`config.mk`:
```
export PLATFORM = sky130hd
export DESIGN_NAME = issue_scoreboard
export DESIGN_NICKNAME = d
export VERILOG_FILES = /design/src/rtl/issue_scoreboard_pkg.sv /design/src/rtl/issue_scoreboard_issue_slot.sv /design/src/rtl/issue_scoreboard.sv
export SDC_FILE = /design/constraint.sdc
export NUM_CORES = 1
export LEC_CHECK = 0
export ABC_AREA = 1
export CAP_MARGIN = 10
export CORE_UTILIZATION = 42
export CTS_CLUSTER_SIZE = 20
export DETAILED_ROUTE_END_ITERATION = 8
export PLACE_DENSITY = 0.69
export SLEW_MARGIN = 20
export SYNTH_ARGS = -nofsm -noshare
export SYNTH_HDL_FRONTEND = slang
export SYNTH_HIERARCHICAL = 1
export SYNTH_SLANG_ARGS = --single-unit
```
`constraint.sdc`:
```
create_clock -name clk -period 6.6 [get_ports clk]
set_input_delay 0.66 -clock clk [delete_from_list [all_inputs] [get_ports clk]]
set_output_delay 0.66 -clock clk [all_outputs]
set_load 0.02 [all_outputs]
```
`src/rtl/issue_scoreboard_pkg.sv`:
```
// Shared types and constants for the issue scoreboard.
// The top-level design reads the ISSUE_SCOREBOARD_WB_BYPASS_EN macro.
package issue_scoreboard_pkg;

    localparam int unsigned REG_ADDR_W       = 5;
    localparam int unsigned PAYLOAD_W        = 32;
    localparam int unsigned NUM_REGS         = 32;
    localparam int unsigned MAX_INFLIGHT_DEF = 4;
    localparam int unsigned INFLIGHT_W       = 4;

    localparam logic [REG_ADDR_W-1:0] X0 = '0;

    typedef enum logic {
        SLOT_EMPTY = 1'b0,
        SLOT_FULL  = 1'b1
    } slot_state_e;

    // One-hot register mask; x0 and disabled requests give an all-zero mask.
    function automatic logic [NUM_REGS-1:0] reg_onehot(
        input logic [REG_ADDR_W-1:0] addr,
        input logic                  en
    );
        reg_onehot = '0;
        if (en && (addr != X0)) begin
            reg_onehot[addr] = 1'b1;
        end
    endfunction

endpackage

```
`src/rtl/issue_scoreboard_issue_slot.sv`:
```
// Single registered issue slot with valid/ready handshake and flush.
module issue_scoreboard_issue_slot
    import issue_scoreboard_pkg::*;
(
    input  logic                  clk,
    input  logic                  rst_n,
    input  logic                  i_flush,
    input  logic                  i_load,
    input  logic [REG_ADDR_W-1:0] i_rd_addr,
    input  logic [PAYLOAD_W-1:0]  i_payload,
    input  logic                  i_ready,
    output logic                  o_valid,
    output logic                  o_free,
    output logic [REG_ADDR_W-1:0] o_rd_addr,
    output logic [PAYLOAD_W-1:0]  o_payload
);

    slot_state_e           r_state;
    slot_state_e           w_state_nxt;
    logic [REG_ADDR_W-1:0] r_rd_addr;
    logic [PAYLOAD_W-1:0]  r_payload;

    always_ff @(posedge clk or negedge rst_n) begin
        if (!rst_n) begin
            r_state <= SLOT_EMPTY;
        end else begin
            r_state <= w_state_nxt;
        end
    end

    always_comb begin
        w_state_nxt = r_state;
        if (i_flush) begin
            w_state_nxt = SLOT_EMPTY;
        end else if (i_load) begin
            w_state_nxt = SLOT_FULL;
        end else if ((r_state == SLOT_FULL) && i_ready) begin
            w_state_nxt = SLOT_EMPTY;
        end
    end

    // Data only moves on a load, so it holds steady under backpressure.
    always_ff @(posedge clk or negedge rst_n) begin
        if (!rst_n) begin
            r_rd_addr <= '0;
            r_payload <= '0;
        end else if (i_load && !i_flush) begin
            r_rd_addr <= i_rd_addr;
            r_payload <= i_payload;
        end
    end

    assign o_valid   = (r_state == SLOT_FULL);
    assign o_free    = !o_valid || i_ready;
    assign o_rd_addr = r_rd_addr;
    assign o_payload = r_payload;

endmodule

```
`src/rtl/issue_scoreboard.sv`:
```
// Register scoreboard and issue controller between decode and execute.
// Define ISSUE_SCOREBOARD_WB_BYPASS_EN to let a same-cycle writeback clear hazards.
module issue_scoreboard
    import issue_scoreboard_pkg::*;
#(
    parameter int unsigned MAX_INFLIGHT = MAX_INFLIGHT_DEF,
    parameter int unsigned STALL_CNT_W  = 32
) (
    input  logic                   clk,
    input  logic                   rst_n,
    input  logic                   i_dec_valid,
    output logic                   o_dec_ready,
    input  logic [REG_ADDR_W-1:0]  i_dec_rs1_address,
    input  logic [REG_ADDR_W-1:0]  i_dec_rs2_address,
    input  logic                   i_dec_rs1_used,
    input  logic                   i_dec_rs2_used,
    input  logic [REG_ADDR_W-1:0]  i_dec_rd_address,
    input  logic                   i_dec_rd_write_enable,
    input  logic [PAYLOAD_W-1:0]   i_dec_payload,
    output logic                   o_issue_valid,
    input  logic                   i_issue_ready,
    output logic [REG_ADDR_W-1:0]  o_issue_rd_address,
    output logic [PAYLOAD_W-1:0]   o_issue_payload,
    input  logic                   i_wb_valid,
    input  logic [REG_ADDR_W-1:0]  i_wb_rd_address,
    input  logic                   i_flush,
    output logic [INFLIGHT_W-1:0]  o_inflight_count,
    output logic [STALL_CNT_W-1:0] o_stall_count
);

    localparam logic [INFLIGHT_W-1:0] MAX_CNT = INFLIGHT_W'(MAX_INFLIGHT);

    logic [NUM_REGS-1:0]    r_pending;
    logic [INFLIGHT_W-1:0]  r_inflight;
    logic [STALL_CNT_W-1:0] r_stall;

    logic [NUM_REGS-1:0]    w_wb_mask;
    logic [NUM_REGS-1:0]    w_set_mask;
    logic [NUM_REGS-1:0]    w_hz_pending;
    logic [INFLIGHT_W-1:0]  w_hz_count;
    logic                   w_wb_clear;
    logic                   w_rd_tracked;
    logic                   w_hazard;
    logic                   w_slot_free;
    logic                   w_accept;
    logic                   w_track;

    // A writeback only retires a writer if its register is actually pending.
    assign w_wb_mask  = reg_onehot(i_wb_rd_address, i_wb_valid);
    assign w_wb_clear = |(w_wb_mask & r_pending);

`ifdef ISSUE_SCOREBOARD_WB_BYPASS_EN
    assign w_hz_pending = r_pending & ~w_wb_mask;
    assign w_hz_count   = r_inflight - INFLIGHT_W'(w_wb_clear);
`else
    assign w_hz_pending = r_pending;
    assign w_hz_count   = r_inflight;
`endif

    assign w_rd_tracked = i_dec_rd_write_enable && (i_dec_rd_address != X0);

    assign w_hazard = (i_dec_rs1_used && w_hz_pending[i_dec_rs1_address])
                   || (i_dec_rs2_used && w_hz_pending[i_dec_rs2_address])
                   || (w_rd_tracked   && w_hz_pending[i_dec_rd_address])
                   || (w_rd_tracked   && (w_hz_count >= MAX_CNT));

    assign o_dec_ready = w_slot_free && !w_hazard && !i_flush;
    assign w_accept    = i_dec_valid && o_dec_ready;
    assign w_track     = w_accept && w_rd_tracked;
    assign w_set_mask  = reg_onehot(i_dec_rd_address, w_track);

    issue_scoreboard_issue_slot u_slot (
        .clk       (clk),
        .rst_n     (rst_n),
        .i_flush   (i_flush),
        .i_load    (w_accept),
        .i_rd_addr (i_dec_rd_address),
        .i_payload (i_dec_payload),
        .i_ready   (i_issue_ready),
        .o_valid   (o_issue_valid),
        .o_free    (w_slot_free),
        .o_rd_addr (o_issue_rd_address),
        .o_payload (o_issue_payload)
    );

    // Clear before set so a new writer of a retiring register stays pending.
    always_ff @(posedge clk or negedge rst_n) begin
        if (!rst_n) begin
            r_pending <= '0;
        end else if (i_flush) begin
            r_pending <= '0;
        end else begin
            r_pending <= (r_pending & ~w_wb_mask) | w_set_mask;
        end
    end

    always_ff @(posedge clk or negedge rst_n) begin
        if (!rst_n) begin
            r_inflight <= '0;
        end else if (i_flush) begin
            r_inflight <= '0;
        end else begin
            case ({w_track, w_wb_clear})
                2'b10:   r_inflight <= r_inflight + INFLIGHT_W'(1);
                2'b01:   r_inflight <= r_inflight - INFLIGHT_W'(1);
                default: r_inflight <= r_inflight;
            endcase
        end
    end

    always_ff @(posedge clk or negedge rst_n) begin
        if (!rst_n) begin
            r_stall <= '0;
        end else if (i_dec_valid && w_slot_free && w_hazard && !i_flush
                     && (r_stall != '1)) begin
            r_stall <= r_stall + STALL_CNT_W'(1);
        end
    end

    assign o_inflight_count = r_inflight;
    assign o_stall_count    = r_stall;

endmodule

```
# After elaboration in Yosys (flattened, before gate mapping)
# Index checks and enable logic that the tools add are counted.
classes:
  multipliers: 0
  n_reduce_logical: 31
  n_shift: 0
  bitwise: 4
  magnitude_cmp: 7
  eq_ne: 3
  n_div: 0
  addsub: 3
  mux: 18
ops:
  columns: ["operator", "n"]
  rows:
  - ["$mux W32", 3]
  - ["$and A32 B32 Y32", 2]
  - ["$add A32 B1 Y32 const B", 1]
  - ["$ne A32 B32 Y1 const B", 1]
  - ["$not A32 Y32", 1]
  - ["$or A32 B32 Y32", 1]
  - ["$reduce_or A32 Y1", 1]
  - ["$lt A5 B6 Y1 const B", 4]
  - ["$logic_and A1 B1 Y1", 19]
  - ["$bmux W1 S5", 3]
  - ["$demux W1 S5", 2]
  - ["$ge A5 B1 Y1 const B", 2]
  - ["$reduce_bool A5 Y1", 2]
  - ["$mux W1", 8]
  - ["$pmux W4 S2", 1]
  - ["$reduce_bool A3 Y1", 2]
  - ["$add A4 B1 Y4 const B", 1]
  - ["$ge A4 B3 Y1 const B", 1]
  - ["$logic_or A1 B1 Y1", 4]
  - ["$mux W4", 1]
  - ["$sub A4 B1 Y4 const B", 1]
  - ["$logic_not A1 Y1", 3]
  - ["$eq A2 B1 Y1 const B", 1]
  - ["$eq A2 B2 Y1 const B", 1]
word_totals:
  input_bits: 61
  register_bits: 106
  romBits: 0
  latch_bits: 0
  word_cells: 72
  mem_count: 0
  output_inout_bits: 75
  ramBits: 0

# Longest topological paths before layout
# Gate-level depths: netlist of the first run.
depth:
  word_depth: 15
  mapped_depth: 25
  mapped_depth_nobuf: 24

# Hierarchy
# Netlist of the first run, hierarchy kept.
modules_own_cells:
  columns: ["mod", "instances", "cells_per_inst", "seq_area_each_um2", "area_each_um2"]
  rows:
  - ["issue_scoreboard", 1, 826, 1701.6, 5201.2]
  - ["issue_scoreboard_issue_slot", 1, 167, 950.9, 1575.3]

# Worst setup path before layout of the first run
# Ideal clock, no wire load.
synth_timing:
  kind: "input port to flip-flop"
  from: "in i_dec_rd_address[1]"
  to: "reg r_inflight[3], in the netlist o_inflight_count[3]"
  path_stages: 21
  n_path_buf: 2
  required_time_ns: 6.482
  path_slack_ns: 3.599
  setup_time_ns: 0.118
  arrival_time_ns: 2.884
  cell_sequence: "buf_6 inv_4 buf_4 nand2_2 o21ai_0 inv_1 nand2_1 nand2_1 nor2_2 nand3_2 nand2_1 inv_1 ha_1 a21oi_1 nand2_1 xor2_1 inv_1 nand3_1 nand2_1 nand2_1 nand2_1"
synth_via:
  elab_chain_cells: 13
  elab_cells_between_ends: 18
  cone_classes: "2 x eq/ne; 4 x mux; 12 x reduce/logical"
synth_lines:
  columns: ["item", "line", "source"]
  rows:
  - ["start: declaration", "issue_scoreboard.sv:17", "input logic [REG_ADDR_W-1:0] i_dec_rd_address,"]
  - ["$bmux W1 S5 or $reduce_bool A5 Y1 (tied branches)", "issue_scoreboard.sv:64, issue_scoreboard.sv:60", null]
  - ["$mux W1 (implied by the code) or $logic_and A1 B1 Y1 (tied branches)", "issue_scoreboard.sv:64, issue_scoreboard.sv:60", null]
  - ["$logic_and A1 B1 Y1", "issue_scoreboard.sv:64", "|| (w_rd_tracked && w_hz_pending[i_dec_rd_address])"]
  - ["$logic_or A1 B1 Y1", "issue_scoreboard.sv:64", null]
  - ["$logic_or A1 B1 Y1", "issue_scoreboard.sv:65", "|| (w_rd_tracked && (w_hz_count >= MAX_CNT));"]
  - ["$logic_not A1 Y1", "issue_scoreboard.sv:67", "assign o_dec_ready = w_slot_free && !w_hazard && !i_flush;"]
  - ["$logic_and A1 B1 Y1 (2 in series)", "issue_scoreboard.sv:67", null]
  - ["$logic_and A1 B1 Y1", "issue_scoreboard.sv:68", "assign w_accept = i_dec_valid && o_dec_ready;"]
  - ["$logic_and A1 B1 Y1 (*)", "issue_scoreboard.sv:69", "assign w_track = w_accept && w_rd_tracked;"]
  - ["$eq A2 B1 Y1 or $eq A2 B2 Y1 (tied branches)", "issue_scoreboard.sv:103", "case ({w_track, w_wb_clear})"]
  - ["$pmux W4 S2", "issue_scoreboard.sv:103", null]
  - ["$mux W4", "issue_scoreboard.sv:100", "end else if (i_flush) begin"]
  - ["end signal: assignment", "issue_scoreboard.sv:104", "2'b10: r_inflight <= r_inflight + INFLIGHT_W'(1);"]
  - ["end signal: assignment", "issue_scoreboard.sv:105", "2'b01: r_inflight <= r_inflight - INFLIGHT_W'(1);"]
  - ["end signal: assignment", "issue_scoreboard.sv:106", "default: r_inflight <= r_inflight;"]
  - ["end: declaration", "issue_scoreboard.sv:34", "logic [INFLIGHT_W-1:0] r_inflight;"]
# Every way passes the cells marked *; elsewhere a longest branch is shown, timed or not. The select of a mux whose other input is x is not followed.
# A chain may end at the register's enable or synchronous reset.

# Worst setup path after layout of the first run
layout_timing:
  from: "in i_dec_rd_address[0]"
  to: "reg u_slot.r_rd_addr[4], in the netlist u_slot/o_rd_addr[4]"
layout_via:
  elab_chain_cells: 10
  elab_cells_between_ends: 13
  cone_classes: "2 x mux; 11 x reduce/logical"
layout_lines:
  columns: ["item", "line", "source"]
  rows:
  - ["$bmux W1 S5 or $reduce_bool A5 Y1 (tied branches)", "issue_scoreboard.sv:64, issue_scoreboard.sv:60", null]
  - ["$mux W1 (implied by the code) or $logic_and A1 B1 Y1 (tied branches)", "issue_scoreboard.sv:64, issue_scoreboard.sv:60", null]
  - ["$logic_and A1 B1 Y1", "issue_scoreboard.sv:64", null]
  - ["$logic_or A1 B1 Y1", "issue_scoreboard.sv:64", null]
  - ["$logic_or A1 B1 Y1 (*)", "issue_scoreboard.sv:65", null]
  - ["$logic_not A1 Y1 (*)", "issue_scoreboard.sv:67", null]
  - ["$logic_and A1 B1 Y1 (*) (2 in series)", "issue_scoreboard.sv:67", null]
  - ["$logic_and A1 B1 Y1 (*)", "issue_scoreboard.sv:68", null]
  - ["via w_accept", "issue_scoreboard.sv:45", "logic w_accept;"]
  - ["$logic_and A1 B1 Y1 (*)", "issue_scoreboard_issue_slot.sv:47", "end else if (i_load && !i_flush) begin"]
  - ["end signal: assignment", "issue_scoreboard_issue_slot.sv:48", "r_rd_addr <= i_rd_addr;"]
  - ["end: declaration", "issue_scoreboard_issue_slot.sv:20", "logic [REG_ADDR_W-1:0] r_rd_addr;"]
# The timed path passes the listed nets; every way through them passes the cells marked *. The select of a mux whose other input is x is not followed.

==> impl_metrics.yaml, run 1 <==
power_and_ir_drop:
  seqPwrFrac_pct: 42.2
  p_total_mw: 1.92
  swShare_pct: 34.7
  p_leak_nw: 3.77
  p_comb_share_pct: 30.4
  peakVddDrop_mv: 0.127
  power_switching_uw: 664
  p_per_area_mw_per_mm2: 228
  p_clk_share_pct: 27.4
  internal-power_mw: 1.25
timing:
  rsz0062_at_grt: "false"
  period_share_pct: 65.0
  relSlewSlack_pct: 28.2
  hold_viol: 0
  setup_viol: 0
  fin_hold_ws_ns: 0.251
  skew_ns: 0.00908
  fmax_mhz: 233
  slew_violations: 0
  min_period_ns: 4.29
  setup_ws_ns: 2.31
  finalSetupTns_ns: 0
  tightest_slew_ns: 1.07
worst_setup_path:
  required_ns: 6.85
  crit_path_end_kind: "register"
  cp-start-kind: "primary input"
  r2r_start: "r_pending[7]$_DFF_PN0_"
  rrSetupSlack_ns: 3.35
  cp.arrival_ns: 4.53
  critical_path_class: "in -> reg"
  rr_worst_depth: 12
  crit_path_max_fanout: 39
  worst_r2r_endpoint: "u_slot/o_rd_addr[4]$_DFFE_PN0P_"
layout:
  layout-drive-gt1-share_pct: 3.61
  final_common_cell: "nand2_1"
  finalNonFillerCells: 1323
  layout_common_cells: "nand2_1, nand3_1, clkdlybuf4s50_1, dfrtp_1, nor2_1"
  area_growth_pct: 23.8
  nNetsFinal: 1168
  fill_cells: 1539
  diodes: 0
  final_util_pct: 53.0
  final_area_mm2: 0.00839
placement:
  port_buffers: 135
  hpwl_um: 14800
  place_ws_ns: 1.93
  dp_cells: 1308
  gp_congestion: 0.924
  placed_area_mm2: 0.00811
logic_synthesis:
  syn-num-nets: 1058
  ys.warnings.count: 6
  synth-seq-area-share_pct: 39.1
  synth_area_per_cell_um2: 6.82
  ys_seq_elements: 106
  syn_inst: 993
  synth.distinct_cells: 30
  syn_area_mm2: 0.00678
global_routing:
  track_usage_pct: 25.7
  grt_max_degree: 76
  grt_pass1_wl_um: 33200
  grt-ovfl-total: 0
  grt_pass1_vias: 6257
  antenna_found_initial: 0
clock_network:
  clockBufferDepth: 2
  cts_buffers: 9
  cts_max_level: 3
  clk_pin_slew_ns: 0.07
  cts_sinks: 106
  root_buffer: "clkbuf_16"
  cts-resized-gates: 0
  cts_tree: "built"
  cts_setup_buffers: 0
  ctsHoldBuffers: 0
  clock_latency_ns: 0.36
drt:
  via_per_inst: 5.23
  ant_nets: 0
  routedWlPerCell_um: 15.7
  via_count: 6916
  drt_iter0_drc: 679
  drc: 0
  dr.pass1.iters: 8
  wl_um: 20800
run:
  maxCapViolCount: 0
worst_hold_path:
  hp-class: "in -> async"
die:
  core_area_mm2: 0.0158
  dieArea_mm2: 0.0166
  fp-row-count: 46
  chipHeight_um: 129
  start_util_pct: 42.8
  die_w_um: 129
  io_pins: 136
outcome:
  status: "complete, no violations"
## state kept, by name, indices dropped and copies added, names as in the netlist
signal and cells:
o_stall_count 32, r_pending 32, u_slot/o_payload 32, u_slot/o_rd_addr 5, o_inflight_count 4, u_slot/o_valid 1
## metal layers
layer | global-route usage (%) | routed length [um]
met1 | 35.5 | 9500
met2 | 39.0 | 9220
met3 | 6.94 | 1780
met4 | 8.37 | 319
met5 | 0 | 0
## cells by family after synthesis
logic type | count (synthesis) | share of synthesized area [%]
simple gates | 691 | 43.5
buf+inv | 110 | 8.64
flops | 106 | 39.1
compound gates | 50 | 3.69
xor+xnor | 32 | 4.14
fa+ha+maj | 4 | 0.849
## synth_stat cells, drive strengths merged
master	number	share of area, %
ha	3	0.55
xnor2	4	0.52
nand2	397	22
a21oi	33	2.4
xor2	28	3.6
inv	70	3.9
clkbuf	10	0.85
nand3	156	12
nand3b	2	0.22
nor4	7	0.65
nor3b	1	0.11
or3	1	0.092
nor3	34	2.7
o21ai	17	1.3
fa	1	0.30
buf	30	3.9
dfrtp	106	39
nor2	78	4.5
nand4	15	1.4
## how the worst max path moves through the flow
stage / start / depth (start not counted) / endpoint / slack [ns]
2_1_floorplan: i_dec_rd_address[1] / 21 / o_inflight_count[3]$_DFFE_PN0P_ / 3.60
3_3_place_gp: i_dec_rd_address[0] / 16 / u_slot/o_payload[10]$_DFFE_PN0P_ / 2.03
3_5_place_dp: i_dec_rd_address[0] / 16 / u_slot/o_payload[24]$_DFFE_PN0P_ / 1.93
4_1_cts: i_dec_rd_address[0] / 16 / u_slot/o_payload[4]$_DFFE_PN0P_ / 2.31
5_1_grt: i_dec_rd_address[0] / 16 / u_slot/o_payload[9]$_DFFE_PN0P_ / 1.91
6_report: i_dec_rd_address[0] / 16 / u_slot/o_rd_addr[4]$_DFFE_PN0P_ / 2.31
## layout make-up
type                            instances  area [um^2]  share of cell area, %
Clock buffer                           10          239                   2.85
Timing Repair Buffer                  139         1380                   16.4
Tap cell                              216          270                   3.22
Inverter                               70          265                   3.16
Clock inverter                          5         38.8                  0.462
Multi-Input combinational cell        777         3550                   42.3
Sequential cell                       106         2650                   31.6
## power by group through the flow
| stage | Sequential, mW | Combinational (mW) | Clock (mW) |
|---|---|---|---|
| after floorplan | 0.920 | 0.194 | 0 |
| final | 0.809 | 0.582 | 0.525 |
| after global placement | 0.820 | 0.574 | 0 |
| after CTS | 0.808 | 0.584 | 0.536 |
| after detailed placement | 0.820 | 0.582 | 0 |
| after global routing | 0.819 | 0.632 | 0.558 |
## critical path, stage by stage
cell             delay [ns]
clkdlybuf4s50_1        1.02
inv_2                  0.26
nand2_1                0.11
nand2_1                0.05
nand2_1                0.05
nand3_1                0.06
nand2_1                0.06
nand2_1                0.05
nor2_1                 0.12
nand2_1                0.07
nand2_1                0.09
nand3_2                0.14
nor2_4                 0.77
nand2_2                0.69
nand2_1                0.23
nand2_1                0.06
Power figures use the tool's default switching activity.
==> run 2, diff against run 1 <==
PLACE_DENSITY = 0.72   (was 0.69)
clock period = 3.55 ns   (was 6.6 ns; I/O delays follow)
==> impl_metrics.yaml, run 2 (synthesis gave the netlist of run 1 again) <==
drt:
  met3_length_um: 1900
  dr_wl_met2_um: 10200
  wl_um: 22300
  routedWlPerCell_um: 16.5
  dr.pass1.iters: 5
  top_layer_used: "met4"
  ant_nets: 0
  via_per_inst: 5.33
  via_count: 7196
  m1WireLength_um: 9650
  drt_iter0_drc: 574
  drc: 0
timing:
  tightest_slew_ns: 0.844
  slew_violations: 0
  relSlewSlack_pct: 43.8
  skew_ns: 0.0112
  min_period_ns: 3.26
  finalSetupTns_ns: 0
  hold_viol: 0
  rsz0062_at_grt: "false"
  period_share_pct: 91.7
  fmax_mhz: 307
  fin_hold_ws_ns: 0.0989
  setup_viol: 0
clock_network:
  cts_max_level: 3
  cts_buffers: 9
  clk_pin_slew_ns: 0.07
  clockBufferDepth: 2
  root_buffer: "clkbuf_16"
  cts_setup_buffers: 0
  clock_latency_ns: 0.37
  cts-resized-gates: 0
  ctsHoldBuffers: 0
  cts_tree: "built"
  cts_sinks: 106
worst_setup_path:
  critical_path_class: "in -> out"
  worstPathCellList: "clkdlybuf4s50_1 > nor3_1 > inv_1 > o21ai_0 > inv_1 > nand2_1 > nand3_2 > nor2_1 > clkdlybuf4s50_1"
  rr_worst_depth: 23
  crit_path_end_kind: "output port"
  cp-start-kind: "primary input"
  required_ns: 3.19
  cp_slowest_cell: "clkdlybuf4s50_1"
  crit_path_max_fanout: 6
  worst_r2r_endpoint: "o_inflight_count[3]$_DFFE_PN0P_"
  rrSetupSlack_ns: 0.74
  cp.arrival_ns: 2.90
  slowest_delay_ns: 0.63
  r2r_start: "r_pending[1]$_DFF_PN0_"
die:
  die_w_um: 129
  start_util_pct: 42.8
  io_pins: 136
  core_area_mm2: 0.0158
  fp-row-count: 46
  dieArea_mm2: 0.0166
  chipHeight_um: 129
layout:
  final_util_pct: 54.8
  nNetsFinal: 1194
  layout-drive-gt1-share_pct: 5.91
  layout_common_cells: "nand2_1, nand3_1, clkdlybuf4s50_1, dfrtp_1, nor2_1"
  diodes: 0
  fill_cells: 1571
  area_growth_pct: 28.0
  final_common_cell: "nand2_1"
global_routing:
  grt_pass1_wl_um: 34500
  grt_pass1_vias: 6419
  grt_max_degree: 60
  grt-ovfl-total: 0
  antenna_found_initial: 0
  track_usage_pct: 27.1
worst_hold_path:
  hp-class: "in -> async"
power_and_ir_drop:
  p_leak_nw: 3.94
  peakVddDrop_mv: 0.235
  p_per_area_mw_per_mm2: 427
placement:
  port_buffers: 135
  gp_congestion: 0.988
  hpwl_um: 15700
run:
  maxCapViolCount: 0
outcome:
  status: "complete, no violations"
-- run 2: changes by cell type in the layout (fill, tap and decap cells not counted) --
| cell | previous run | this run |
|---|---|---|
| clkinv_4 | 1 | 0 |
| nor2_4 | 2 | 1 |
| bufinv_16 | 0 | 1 |
| buf_12 | 0 | 4 |
| clkbuf_8 | 1 | 2 |
| inv_8 | 0 | 1 |
| nor2_2 | 1 | 2 |
| clkinv_2 | 1 | 0 |
| buf_4 | 5 | 27 |
-- run 2: how the worst max path moves through the flow --
stage	startpoint	end	slack (ns)	cells past startpoint
floorplan	i_dec_rd_address[1]	o_inflight_count[3]$_DFFE_PN0P_	0.85	21
global placement	i_dec_rd_address[2]	o_inflight_count[3]$_DFFE_PN0P_	0.05	20
detailed placement	i_dec_rd_address[2]	o_inflight_count[3]$_DFFE_PN0P_	0.06	20
CTS	i_dec_rd_address[2]	o_dec_ready	0.32	9
global route	i_dec_rd_address[2]	o_inflight_count[3]$_DFFE_PN0P_	0.05	20
finish	i_dec_rd_address[2]	o_dec_ready	0.29	9
-- run 2: through the flow --
step                      setup slack (ns)  instance area [um^2]  total power [mW]  instances
after floorplan                      0.854                  6780              2.07        993
after global placement              0.0524                  8350              2.61       1334
after detailed placement            0.0611                  8350              2.63       1334
after CTS                            0.324                  8670              3.72       1350
after global routing                0.0464                  8670              3.87       1350
final                                0.293                  8670              3.70       1350
-- run 2: critical path: cells and delay by family --
kind	cells	cell delay (ns)
buffers and inverters	4	1.48
AOI/OAI and AO/OA	1	0.21
and+or+nand+nor	4	0.86
-- run 2: area by class of cell --
type | count | area, um^2 | share of cell area [%]
Multi-Input combinational cell | 777 | 3540 | 40.8
Sequential cell | 106 | 2650 | 30.6
Timing Repair Buffer | 165 | 1620 | 18.7
Tap cell | 216 | 270 | 3.12
Inverter | 70 | 265 | 3.06
Clock buffer | 11 | 253 | 2.91
Clock inverter | 5 | 66.3 | 0.765
-- run 2: report_power, final --
group          switching (mW)  internal (mW)  leakage, nW  total [mW]
logic                   0.628          0.480         2.40        1.11
clock network           0.499          0.597        0.155        1.10
registers               0.130           1.37         1.39        1.50
-- run 2: metal layers --
| metal | vias to the layer above | GRT usage (%) |
|---|---|---|
| met1 | 3349 | 37.4 |
| li1 | 3476 | - |
| met5 | - | 0 |
| met4 | 0 | 10.1 |
| met3 | 46 | 4.46 |
| met2 | 325 | 43.0 |
